`src/rtl/tlb_wport_ctrl_pkg.sv`:
```
// Shared constants and encodings for the TLB write-port controller.
package tlb_wport_ctrl_pkg;

  localparam int TLBNUM = 16;
  localparam int IDXW   = 4;

  localparam logic [IDXW-1:0] IDX_ZERO = '0;
  localparam logic [IDXW-1:0] IDX_ONE  = IDXW'(1);
  localparam logic [IDXW-1:0] IDX_LAST = '1;

  // Request opcodes; 2'b11 is reserved and completes as a no-op.
  typedef enum logic [1:0] {
    OP_WR     = 2'b00,
    OP_FILL   = 2'b01,
    OP_INVALL = 2'b10,
    OP_RSVD   = 2'b11
  } op_e;

  typedef enum logic [1:0] {
    ST_IDLE  = 2'b00,
    ST_WRITE = 2'b01,
    ST_SWEEP = 2'b10
  } state_e;

endpackage

```
`src/rtl/decoder_4_16.sv`:
```
// 4-bit index to 16-bit one-hot decoder.
module decoder_4_16 (
  input  logic [3:0]  idx,
  output logic [15:0] onehot
);

  // Single bit set at the position selected by idx.
  always_comb begin
    onehot = '0;
    onehot[idx] = 1'b1;
  end

endmodule

```
`src/rtl/encoder_16_check.sv`:
```
// Flags a 16-bit strobe vector that has more than one bit set.
module encoder_16_check (
  input  logic [15:0] vec,
  output logic        multi_hot
);

  // Equivalent to OR over all pairs vec[i] & vec[j] (i<j): a bit set after
  // any earlier bit was already seen means at least two bits are set.
  always_comb begin
    logic seen;
    seen      = 1'b0;
    multi_hot = 1'b0;
    for (int i = 0; i < 16; i++) begin
      multi_hot = multi_hot | (seen & vec[i]);
      seen      = seen | vec[i];
    end
  end

endmodule

```
`src/rtl/tlb_wport_ctrl.sv`:
```
// TLB write-port controller: turns WR / FILL / INVALL requests into a
// registered one-hot write strobe for the 16-entry TLB array.
//
// Handshake: a request transfers on a rising edge where req_valid and
// req_ready are both 1; req_op/req_index are sampled on that edge. The
// requester holds req_valid (and its payload) until that edge. req_ready is
// 1 only in IDLE.
module tlb_wport_ctrl
  import tlb_wport_ctrl_pkg::*;
(
  input  logic              clk,
  input  logic              reset,
  input  logic              req_valid,
  output logic              req_ready,
  input  logic [1:0]        req_op,
  input  logic [IDXW-1:0]   req_index,
  output logic [TLBNUM-1:0] entry_we,
  output logic              entry_clr,
  output logic              done,
  output logic [IDXW-1:0]   done_index,
  output logic              err
);

  state_e            state_q, state_d;
  logic [IDXW-1:0]   fill_ctr_q, fill_ctr_d;
  logic [IDXW-1:0]   sweep_ctr_q, sweep_ctr_d;
  logic [TLBNUM-1:0] entry_we_q, entry_we_d;
  logic              entry_clr_q, entry_clr_d;
  logic              done_q, done_d;
  logic [IDXW-1:0]   done_index_q, done_index_d;
  logic              err_q, err_d;

  logic              accept;
  logic              dec_en;
  logic [IDXW-1:0]   dec_idx;
  logic [TLBNUM-1:0] dec_onehot;
  logic              multi_hot;

  // The decoder sees the index that will be active in the next cycle, so the
  // registered strobe lines up with the state it belongs to.
  decoder_4_16 u_dec (
    .idx    (dec_idx),
    .onehot (dec_onehot)
  );

  encoder_16_check u_chk (
    .vec       (entry_we_q),
    .multi_hot (multi_hot)
  );

  assign accept = req_valid && (state_q == ST_IDLE);

  // Next-state and next-output logic for the FSM and counters.
  always_comb begin
    state_d      = state_q;
    fill_ctr_d   = fill_ctr_q + IDX_ONE;
    sweep_ctr_d  = sweep_ctr_q;
    dec_en       = 1'b0;
    dec_idx      = IDX_ZERO;
    entry_clr_d  = 1'b0;
    done_d       = 1'b0;
    done_index_d = IDX_ZERO;
    err_d        = err_q | multi_hot;

    case (state_q)
      ST_IDLE: begin
        if (accept) begin
          case (req_op)
            OP_WR: begin
              state_d      = ST_WRITE;
              dec_en       = 1'b1;
              dec_idx      = req_index;
              done_d       = 1'b1;
              done_index_d = req_index;
            end
            OP_FILL: begin
              state_d      = ST_WRITE;
              dec_en       = 1'b1;
              dec_idx      = fill_ctr_q;
              done_d       = 1'b1;
              done_index_d = fill_ctr_q;
            end
            OP_INVALL: begin
              state_d     = ST_SWEEP;
              sweep_ctr_d = IDX_ZERO;
              dec_en      = 1'b1;
              dec_idx     = IDX_ZERO;
              entry_clr_d = 1'b1;
            end
            default: begin
              // Reserved op: acknowledge with a bare done pulse.
              done_d = 1'b1;
            end
          endcase
        end
      end
      ST_WRITE: begin
        state_d = ST_IDLE;
      end
      ST_SWEEP: begin
        if (sweep_ctr_q == IDX_LAST) begin
          state_d = ST_IDLE;
        end else begin
          sweep_ctr_d = sweep_ctr_q + IDX_ONE;
          dec_en      = 1'b1;
          dec_idx     = sweep_ctr_d;
          entry_clr_d = 1'b1;
          if (sweep_ctr_d == IDX_LAST) begin
            done_d       = 1'b1;
            done_index_d = IDX_LAST;
          end
        end
      end
      default: begin
        state_d = ST_IDLE;
      end
    endcase

    entry_we_d = dec_en ? dec_onehot : '0;
  end

  // All state and outputs; reset returns everything to idle immediately.
  always_ff @(posedge clk or posedge reset) begin
    if (reset) begin
      state_q      <= ST_IDLE;
      fill_ctr_q   <= '0;
      sweep_ctr_q  <= '0;
      entry_we_q   <= '0;
      entry_clr_q  <= 1'b0;
      done_q       <= 1'b0;
      done_index_q <= '0;
      err_q        <= 1'b0;
    end else begin
      state_q      <= state_d;
      fill_ctr_q   <= fill_ctr_d;
      sweep_ctr_q  <= sweep_ctr_d;
      entry_we_q   <= entry_we_d;
      entry_clr_q  <= entry_clr_d;
      done_q       <= done_d;
      done_index_q <= done_index_d;
      err_q        <= err_d;
    end
  end

  assign req_ready  = (state_q == ST_IDLE);
  assign entry_we   = entry_we_q;
  assign entry_clr  = entry_clr_q;
  assign done       = done_q;
  assign done_index = done_index_q;
  assign err        = err_q;

endmodule

```
`config.mk`:
```
export PLATFORM = sky130hd
export DESIGN_NAME = tlb_wport_ctrl
export DESIGN_NICKNAME = d
export VERILOG_FILES = /design/src/rtl/tlb_wport_ctrl_pkg.sv /design/src/rtl/decoder_4_16.sv /design/src/rtl/encoder_16_check.sv /design/src/rtl/tlb_wport_ctrl.sv
export SDC_FILE = /design/constraint.sdc
export NUM_CORES = 1
export LEC_CHECK = 0
export CAP_MARGIN = 20
export CORE_MARGIN = 3
export CORE_UTILIZATION = 45
export DETAILED_ROUTE_END_ITERATION = 6
export PLACE_DENSITY = 0.73
export SLEW_MARGIN = 20
export SYNTH_ARGS = -nofsm -noshare
export SYNTH_HDL_FRONTEND = slang
export SYNTH_SLANG_ARGS = --single-unit
```
`constraint.sdc`:
```
create_clock -name clk -period 3.6 [get_ports clk]
set_clock_uncertainty 0.15 [all_clocks]
set_input_delay 0.72 -clock clk [delete_from_list [all_inputs] [get_ports clk]]
set_output_delay 0.72 -clock clk [all_outputs]
set_load 0.01 [all_outputs]
```
Word-level counts from Yosys, hierarchy flattened
Cells that the tools add are included.

storage, ports and cells
  register bits = 33
  output and inout bits = 24

cells by class
  muxes and demuxes = 30
  equal/unequal tests = 10
  reduce and logical (&&, ||, !) cells = 9
  bitwise gates (word level) = 44
  add/sub/neg operators = 2
  $lt $le $gt $ge = 2

operator list
  operator               count
  $pmux W4 S2            4
  $or A1 B1 Y1           29
  $mux W4                7
  $mux W16               1
  $and A1 B1 Y1          15
  $mux W1                10
  $add A4 B1 Y4 const B  2
  $eq A4 B4 Y1 const B   2
  $pmux W2 S2            2
  $pmux W1 S2            3
  $lt A4 B5 Y1 const B   1
  $demux W1 S4           1
  $eq A2 B2 Y1 const B   2
  $ge A4 B1 Y1 const B   1
  $logic_not A2 Y1       2
  $mux W2                2
  $ne A2 B1 Y1 const B   2
  $ne A2 B2 Y1 const B   2
  $reduce_and A4 Y1      1
  $ne A3 B2 Y1 const B   1
  $reduce_and A3 Y1      1
  $reduce_or A3 Y1       1
  $eq A2 B1 Y1 const B   1
  $logic_and A1 B1 Y1    2
  2 further kinds        2

Longest topological paths before layout
Gate-level depths: netlist (run 1).

  depth in word-level cells = 17
  mapped depth = 7

By module
Synthesis (run 1) repeated with hierarchy kept, for this count alone.

second synthesis, totals
  cells, all modules = 152
  area, all modules = 1,734.2 um^2

by module, submodules not included
  module            area an instance (um^2)  times used  cells each
  tlb_wport_ctrl    1,338.8                  1           105
  decoder_4_16      226.5                    1           20
  encoder_16_check  168.9                    1           27

Worst setup path after synthesis (run 1)
Ideal clock, no wire load.

  path kind = in2reg
  start point = input req_op[0]
  end point = register entry_we_q[9] (netlist: entry_we[9])
  arrival time = 1.628 ns
  path slack = 1.749 ns
  cell stages on the path = 5
  setup time = 0.073 ns
  required time = 3.377 ns
  cells stage by stage = mux2_2 a32o_1 a21oi_1 nand2_1 nor2_1

between the ends
  word-level cells in the longest chain between the ends = 9
  elaborated cells between the ends (all ways) = 16

RTL lines
  item                                                                       RTL line               RTL
  start, declared                                                            tlb_wport_ctrl.sv:15   input logic [1:0] req_op,
  $eq A2 B1 Y1 / $logic_not A2 Y1 (equally long branches)                    tlb_wport_ctrl.sv:68   case (req_op)
  $pmux W4 S2                                                                tlb_wport_ctrl.sv:68
  $mux W4                                                                    tlb_wport_ctrl.sv:67   if (accept) begin
  $pmux W4 S2                                                                tlb_wport_ctrl.sv:65   case (state_q)
  $lt A4 B5 Y1 (implied by the code) / $ge A4 B1 Y1 (equally long branches)  decoder_4_16.sv:10     onehot[idx] = 1'b1;
  $logic_and A1 B1 Y1 (implied by the code)                                  decoder_4_16.sv:10
  $mux W1 (implied by the code)                                              decoder_4_16.sv:10
  $demux W1 S4                                                               n/a
  $mux W16 *                                                                 tlb_wport_ctrl.sv:119  entry_we_d = dec_en ? dec_onehot : '0;
  named net entry_we_d[9]                                                    tlb_wport_ctrl.sv:27   logic [TLBNUM-1:0] entry_we_q, entry_we_d;
  end signal, assigned                                                       tlb_wport_ctrl.sv:137  entry_we_q <= entry_we_d;
  end, declared                                                              tlb_wport_ctrl.sv:27

The timed path passes the listed nets; every way through them passes the cells marked *.
A chain may end at the register's enable or synchronous reset.

Worst setup path after layout (run 1)
  start point = register state_q[1]
  end point = output req_ready

between the ends
  word-level cells in the longest chain between the ends = 1

RTL lines
  item                    RTL line               RTL
  start, declared         tlb_wport_ctrl.sv:24   state_e state_q, state_d;
  start signal, assigned  tlb_wport_ctrl.sv:134  state_q <= state_d;
  $logic_not A2 Y1        tlb_wport_ctrl.sv:145  assign req_ready = (state_q == ST_IDLE);
  end, declared           tlb_wport_ctrl.sv:14   output logic req_ready,

Every way passes these cells.

==> metrics.md, run 1 <==
| Metric | Value |
|---|---|
| Status | `finished clean` |
| Max VDD drop | `0.365 mV` |
| Residual DRC | `0` |
| Post-CTS Resized | `0` |
| Async SR Flop Fraction | `100%` |
| Worst Hold Slack | `~0.35 ns` |
| Flop-to-flop setup slack | `1.71 ns` |
| Site Rows | `19` |
| Total track usage | `17.0%` |
| Setup TNS | `0 ns` |
| Number of max-cap violations | `0` |
| WL/cell | `13.7 um` |
| Worst EP arrival | `around 1.6 ns` |
| Setup crit start | `state_q[1]` |
| WHS Path Cells | `1` |
| Share of cells above drive strength 1 | `8.43%` |
| GRT Residual Overflow | `0` |
| Vias in the first global route | `1161` |
| Yosys cell types | `31` |
| Worst min-delay path class | `flip-flop to flip-flop` |
| Clock root buffer | `clkbuf_4` |
| Worst Reg-to-Reg Cells | `4` |
| Clock transition at the registers of the reported paths | `0.09 ns` |
| Max-Slew Margin vs Limit | `roughly 64%` |
| Critical path launch point type | `flip-flop` |
| Seq cells post-synth | `33` |
| Die width | `62.5 um` |
| Final worst path period share | `68.1%` |
| Synth Cell Area | `1440 um2` |
| Initial DRC Count | `49` |
| Cts hold-fix bufs | `0` |
| Skew-Pair Late Insertion Delay | `0.32 ns` |
| Maximum number of pins on one net before global-route repair | `34` |
| Pre-antenna DRT Iters | `4` |
| Routability cong. | `0.845` |
| TritonCTS clock tree | `done` |
| Global-route wire length before repair | `5.24 mm` |
| Die area | `roughly 4000 um2` |
| Post-synth EDFFs | `0` |
| Post-route ant nets | `0` |
| Area growth from synthesis to layout | `29.4%` |
| I/O Pins | `33` |
| N_diodes | `0` |
| Min-delay src | `fill_ctr_q[0]` |
| Worst setup EP type | `output pin` |
| Overall power | `approximately 1.0 mW` |
| Core Region | `2900 um2` |
| Critical register-to-register path startpoint | `entry_we[12]` |
| CTS HTree Levels | `2` |
| Maximum clock rate | `408 MHz` |
| DRT Wirelength | `3.01 mm` |
| Share of the synthesized area in the top cell type | `57.4%` |
| Reg-to-reg endpoint | `err` |
| Final hold violation count | `0` |
| Top cells by area, synth | `dfrtp_1 57%, nand2_1 7.0%, nor2_1 5.5%, mux2_2 3.1%, nand3_1 2.8%` |
| Buffers on Ports | `32` |
| CP required | `between 2 and 3 ns` |
| Slew @ Worst Pin | `0.542 ns` |
| Most frequent cells after synthesis | `33 x dfrtp_1, 27 x nand2_1, 21 x nor2_1, 8 x nand3_1, 7 x inv_1` |
| Cts bufs inserted | `5` |
| DIE HEIGHT | `62.5 um` |
| Post-synthesis cell count | `~140` |
| Post-layout util | `between 60 and 70%` |
| Via count | `1138` |
| FILL cells | `263` |
| Initial Util | `49.6%` |
| Maximum root-to-sink buffer count | `2` |
| Crit-path max FO | `4` |
| Critical path class | `flip-flop to output pin` |
| Layout Nets | `roughly 190` |
| Most common cell in the netlist | `dfrtp_1` |
| Clock period minus worst slack | `between 2 and 2.5 ns` |
| CTS sink cnt | `33` |
| Post-synthesis sequential area ratio | `57.4%` |
| Vias per cell | `between 5 and 6` |
| Initial antenna violation count | `0` |
| PwrDens | `552 nW/um2` |
| Top_reg_cell synth | `dfrtp_1` |
| Leak | `around 0.9 nW` |
| WHS Endpoint | `fill_ctr_q[0]` |
| Final setup violation count | `0` |
| Final HPWL DP | `2.38 mm` |
| Synth warn | `0` |
| Setup Fix Bufs, Post-CTS | `0` |
| Pins over their slew limit | `0` |
| Post-Syn Nets | `151` |
| Synth area leader | `dfrtp_1` |
| RSZ-0062 raised after global routing | `false` |
| Avg Inst Size Synth | `10.3 um2` |
-- final cells by class --
cell class	count	area (um2)	share of cell area, %
tap	42	52.6	2.82
clock inverter	1	5.00	0.269
timing repair buffer	33	328	17.6
inverter	7	26.3	1.41
clock buffer	5	37.5	2.02
sequential	33	826	44.4
multi-input combinational	99	586	31.5
-- per-stage QoR --
stage          instance area, um2  cells  setup slack, ns
2_1_floorplan                1440    139             1.75
4_1_cts                      1860    220             1.12
6_report                     1860    220             1.15
5_1_grt                      1860    220             1.03
3_3_place_gp                 1820    214             1.02
3_5_place_dp                 1820    214            0.950
-- per-layer routing --
layer  up-vias  global-route usage [%]  wire, um
met1       541                    20.0      1330
met4         0                    8.26        47
met2        30                    29.2      1500
li1        562                       -         -
met3         5                    3.96       126
met5         -                       0         0
-- kinds of logic after synthesis --
group                      share of synthesized area [%]
and+or+nand+nor                                     21.5
DFF                                                 57.4
adders and majority gates                           4.09
AOI/OAI and AO/OA                                   9.57
buffers and inverters                               1.83
xor gates and xnor gates                            2.44
muxes                                               3.13
-- cells in the final DEF, fill, tap and decap left out, drive strengths merged, types with 2 or more instances in the layout --
cell type / count
clkbuf: 5
maj3: 2
clkdlybuf4s50: 32
o31ai: 2
mux2: 4
a21oi: 3
nand2: 27
xnor2: 2
o21ai: 5
nor3: 2
nand3: 8
nor4: 2
dfrtp: 33
nor2b: 2
ha: 3
nor2: 21
xor2: 2
inv: 7
-- worst max path at each step --
stage,depth (start not counted),endpoint,slack [ns]
2_1_floorplan,5,entry_we[9],1.75
3_3_place_gp,6,entry_we[8],1.02
3_5_place_dp,6,entry_we[4],0.95
4_1_cts,2,req_ready,1.12
5_1_grt,2,req_ready,1.03
6_report,2,req_ready,1.15
-- sequential cells by signal, summed over array words and instances, names as in the netlist --
name         count
done             1
done_index       4
entry_clr        1
entry_we        16
err              1
fill_ctr_q       4
state_q          2
sweep_ctr_q      4
-- critical path: stages, from the launching register on --
cell	delay, ns
dfrtp_1	0.44
nor2_1	0.24
clkdlybuf4s50_1	0.59
-- power breakdown --
| part | switching (mW) | internal, mW |
|---|---|---|
| combinational | 0.205 | 0.161 |
| sequential | 0.0565 | 0.428 |
| clock | 0.109 | 0.0676 |
| total | 0.371 | 0.656 |
Power figures use the tool's default switching activity.
==> run 2, diff against run 1 <==
==> constraint.sdc (replaced) <==
create_clock -name clk -period 2.3 [get_ports clk]
set_clock_uncertainty 0.15 [all_clocks]
set_input_delay 0.46 -clock clk [delete_from_list [all_inputs] [get_ports clk]]
set_output_delay 0.46 -clock clk [all_outputs]
set_load 0.01 [all_outputs]
==> metrics.md, run 2 (synthesis gave the netlist of run 1 again) <==
| Metric | Value |
|---|---|
| Die width | `62.5 um` |
| WL/cell | `13.4 um` |
| Pins over their slew limit | `0` |
| Total track usage | `between 15 and 20%` |
| Initial Util | `49.6%` |
| Core Region | `a little under 3000 um2` |
| Initial DRC Count | `72` |
| CTS sink cnt | `33` |
| Cells after DPL | `roughly 220` |
| Number of max-cap violations | `0` |
| Share of cells above drive strength 1 | `10.9%` |
| Residual DRC | `0` |
| Crit-path cells | `nor2_2, clkdlybuf4s50_1` |
| Final HPWL DP | `2.35 mm` |
| Critical path launch point type | `flip-flop` |
| Global-route wire length before repair | `5.20 mm` |
| Post-layout util | `between 60% and 70%` |
| Post-CTS Resized | `0` |
| Slew @ Worst Pin | `approximately 0.56 ns` |
| Clock transition at the registers of the reported paths | `0.10 ns` |
| RSZ-0062 raised after global routing | `false` |
| Post-route setup slack | `around 0.16 ns` |
| Clock share of power | `24.8%` |
| Routability cong. | `0.848` |
| Critical path class | `flip-flop to output pin` |
| Clock period minus worst slack | `2.14 ns` |
| Setup Fix Bufs, Post-CTS | `0` |
| Most common cell after layout, fill and taps aside | `dfrtp_1` |
| Setup TNS | `0 ns` |
| Leak | `0.928 nW` |
| Pint | `approximately 1.2 mW` |
| FILL cells | `264` |
| Max reg flops | `16` |
| Initial antenna violation count | `0` |
| Seq pwr share | `42.4%` |
| CP peak stage delay | `between 0.5 and 0.6 ns` |
| Via count | `1142` |
| Final worst path period share | `93.1%` |
| Maximum root-to-sink buffer count | `2` |
| Clock root buffer | `clkbuf_4` |
| Fin cells | `225` |
| Maximum number of pins on one net before global-route repair | `34` |
| Pre-CTS setup slack | `0.00291 ns` |
| DIE HEIGHT | `roughly 63 um` |
| Area growth from synthesis to layout | `34.1%` |
| CP max stage cell | `clkdlybuf4s50_1` |
| Worst Hold Slack | `0.345 ns` |
| Site Rows | `19` |
| DRT Wirelength | `3.02 mm` |
| Skew-Pair Late Insertion Delay | `0.32 ns` |
| Worst EP arrival | `1.53 ns` |
| Maximum clock rate | `467 MHz` |
| Cts hold-fix bufs | `0` |
| Pre-antenna DRT Iters | `5` |
| Final hold violation count | `0` |
| Crit-path max FO | `4` |
| Max-Slew Margin vs Limit | `around 62%` |
| Buffers on Ports | `32` |
| Worst min-delay path class | `flip-flop to flip-flop` |
| Cts bufs inserted | `5` |
| Vias in the first global route | `approximately 1100` |
| CP required | `1.69 ns` |
| GRT Residual Overflow | `0` |
| I/O Pins | `33` |
| Final setup violation count | `0` |
| TritonCTS clock tree | `done` |
| PwrDens | `924 nW/um2` |
| Combinational power share | `32.8%` |
| Overall power | `1.78 mW` |
| Switch share | `33.3%` |
| Worst setup EP type | `output pin` |
| Max VDD drop | `0.762 mV` |
| Net Switching | `0.593 mW` |
| Die area | `3910 um2` |
| Placed Area | `1840 um2` |
| Status | `finished clean` |
| N_diodes | `0` |
| Commonest cells after routing, fill and taps aside | `33 x dfrtp_1, 32 x clkdlybuf4s50_1, 27 x nand2_1, 20 x nor2_1, 8 x nand3_1` |
| Post-route ant nets | `0` |
| CTS HTree Levels | `2` |
| Finished Cell Area | `1930 um2` |
| Vias per cell | `between 5 and 6` |
| Layout Nets | `just under 200` |
==> run 2: cell count changes in the layout (fill, tap and decap cells not counted) <==
cell,before,now
buf_4,1,4
bufinv_16,0,1
clkbuf_1,0,1
clkbuf_8,0,1
clkinv_2,1,0
nor2_1,21,20
nor2_2,0,1
==> run 2: area by class of cell <==
cell class | instances | area (um2) | share of cell area [%]
well taps | 42 | 52.6 | 2.73
flip-flops and latches | 33 | 826 | 42.8
inverters | 7 | 26.3 | 1.36
multi-input cells | 99 | 588 | 30.5
clock buffers | 7 | 55.1 | 2.86
clock inverters | 1 | 30.0 | 1.56
repair buffers | 36 | 350 | 18.2
==> run 2: power by group through the flow <==
stage	Sequential [mW]	Combinational (mW)	Clock [mW]
2_1_floorplan	0.776	0.329	0
3_3_place_gp	0.759	0.569	0
3_5_place_dp	0.764	0.578	0
4_1_cts	0.754	0.585	0.455
5_1_grt	0.770	0.656	0.482
6_report	0.755	0.585	0.441
==> run 2: worst paths after layout <==
kind,start,endpoint,slack [ns],cells after the start
max in group asynchronous,reset,sweep_ctr_q[3],1.35,3
min reg2reg,fill_ctr_q[0],fill_ctr_q[0],0.34,1
max reg2reg,sweep_ctr_q[0],sweep_ctr_q[0],0.40,6
min in group asynchronous,reset,done_index[1],0.36,3
min,fill_ctr_q[0],fill_ctr_q[0],0.34,1
max,state_q[1],req_ready,0.16,2
==> run 2: worst max-delay path: cells and delay by family, from the launching register on <==
| kind | cells | cell delay, ns |
|---|---|---|
| flip-flops | 1 | 0.44 |
| buffers and inverters | 1 | 0.57 |
| AND/OR/NAND/NOR | 1 | 0.20 |
==> run 2: metal layers <==
layer / vias to the layer above / routed length, um / GRT usage (%)
met5: - / 0 / 0
met3: 6 / 154 / 5.04
met2: 38 / 1500 / 28.2
met4: 0 / 41 / 4.96
met1: 536 / 1320 / 21.3
li1: 562 / - / -
==> run 3, diff against run 2 <==
--- a/config.mk
+++ b/config.mk
@@ -9,7 +9,9 @@
 export CORE_MARGIN = 3
 export CORE_UTILIZATION = 45
 export DETAILED_ROUTE_END_ITERATION = 6
+export MAX_ROUTING_LAYER = met4
 export PLACE_DENSITY = 0.73
+export REMOVE_ABC_BUFFERS = 1
 export SLEW_MARGIN = 20
 export SYNTH_ARGS = -nofsm -noshare
 export SYNTH_HDL_FRONTEND = slang
==> results of run 3 <==
The final DEF is identical to that of run 2; final timing and power are the same.
Main changes from that run: final weighted congestion in routability-driven placement 0.848 -> 0.861; overall routing resource usage 16.9% -> 17.4%
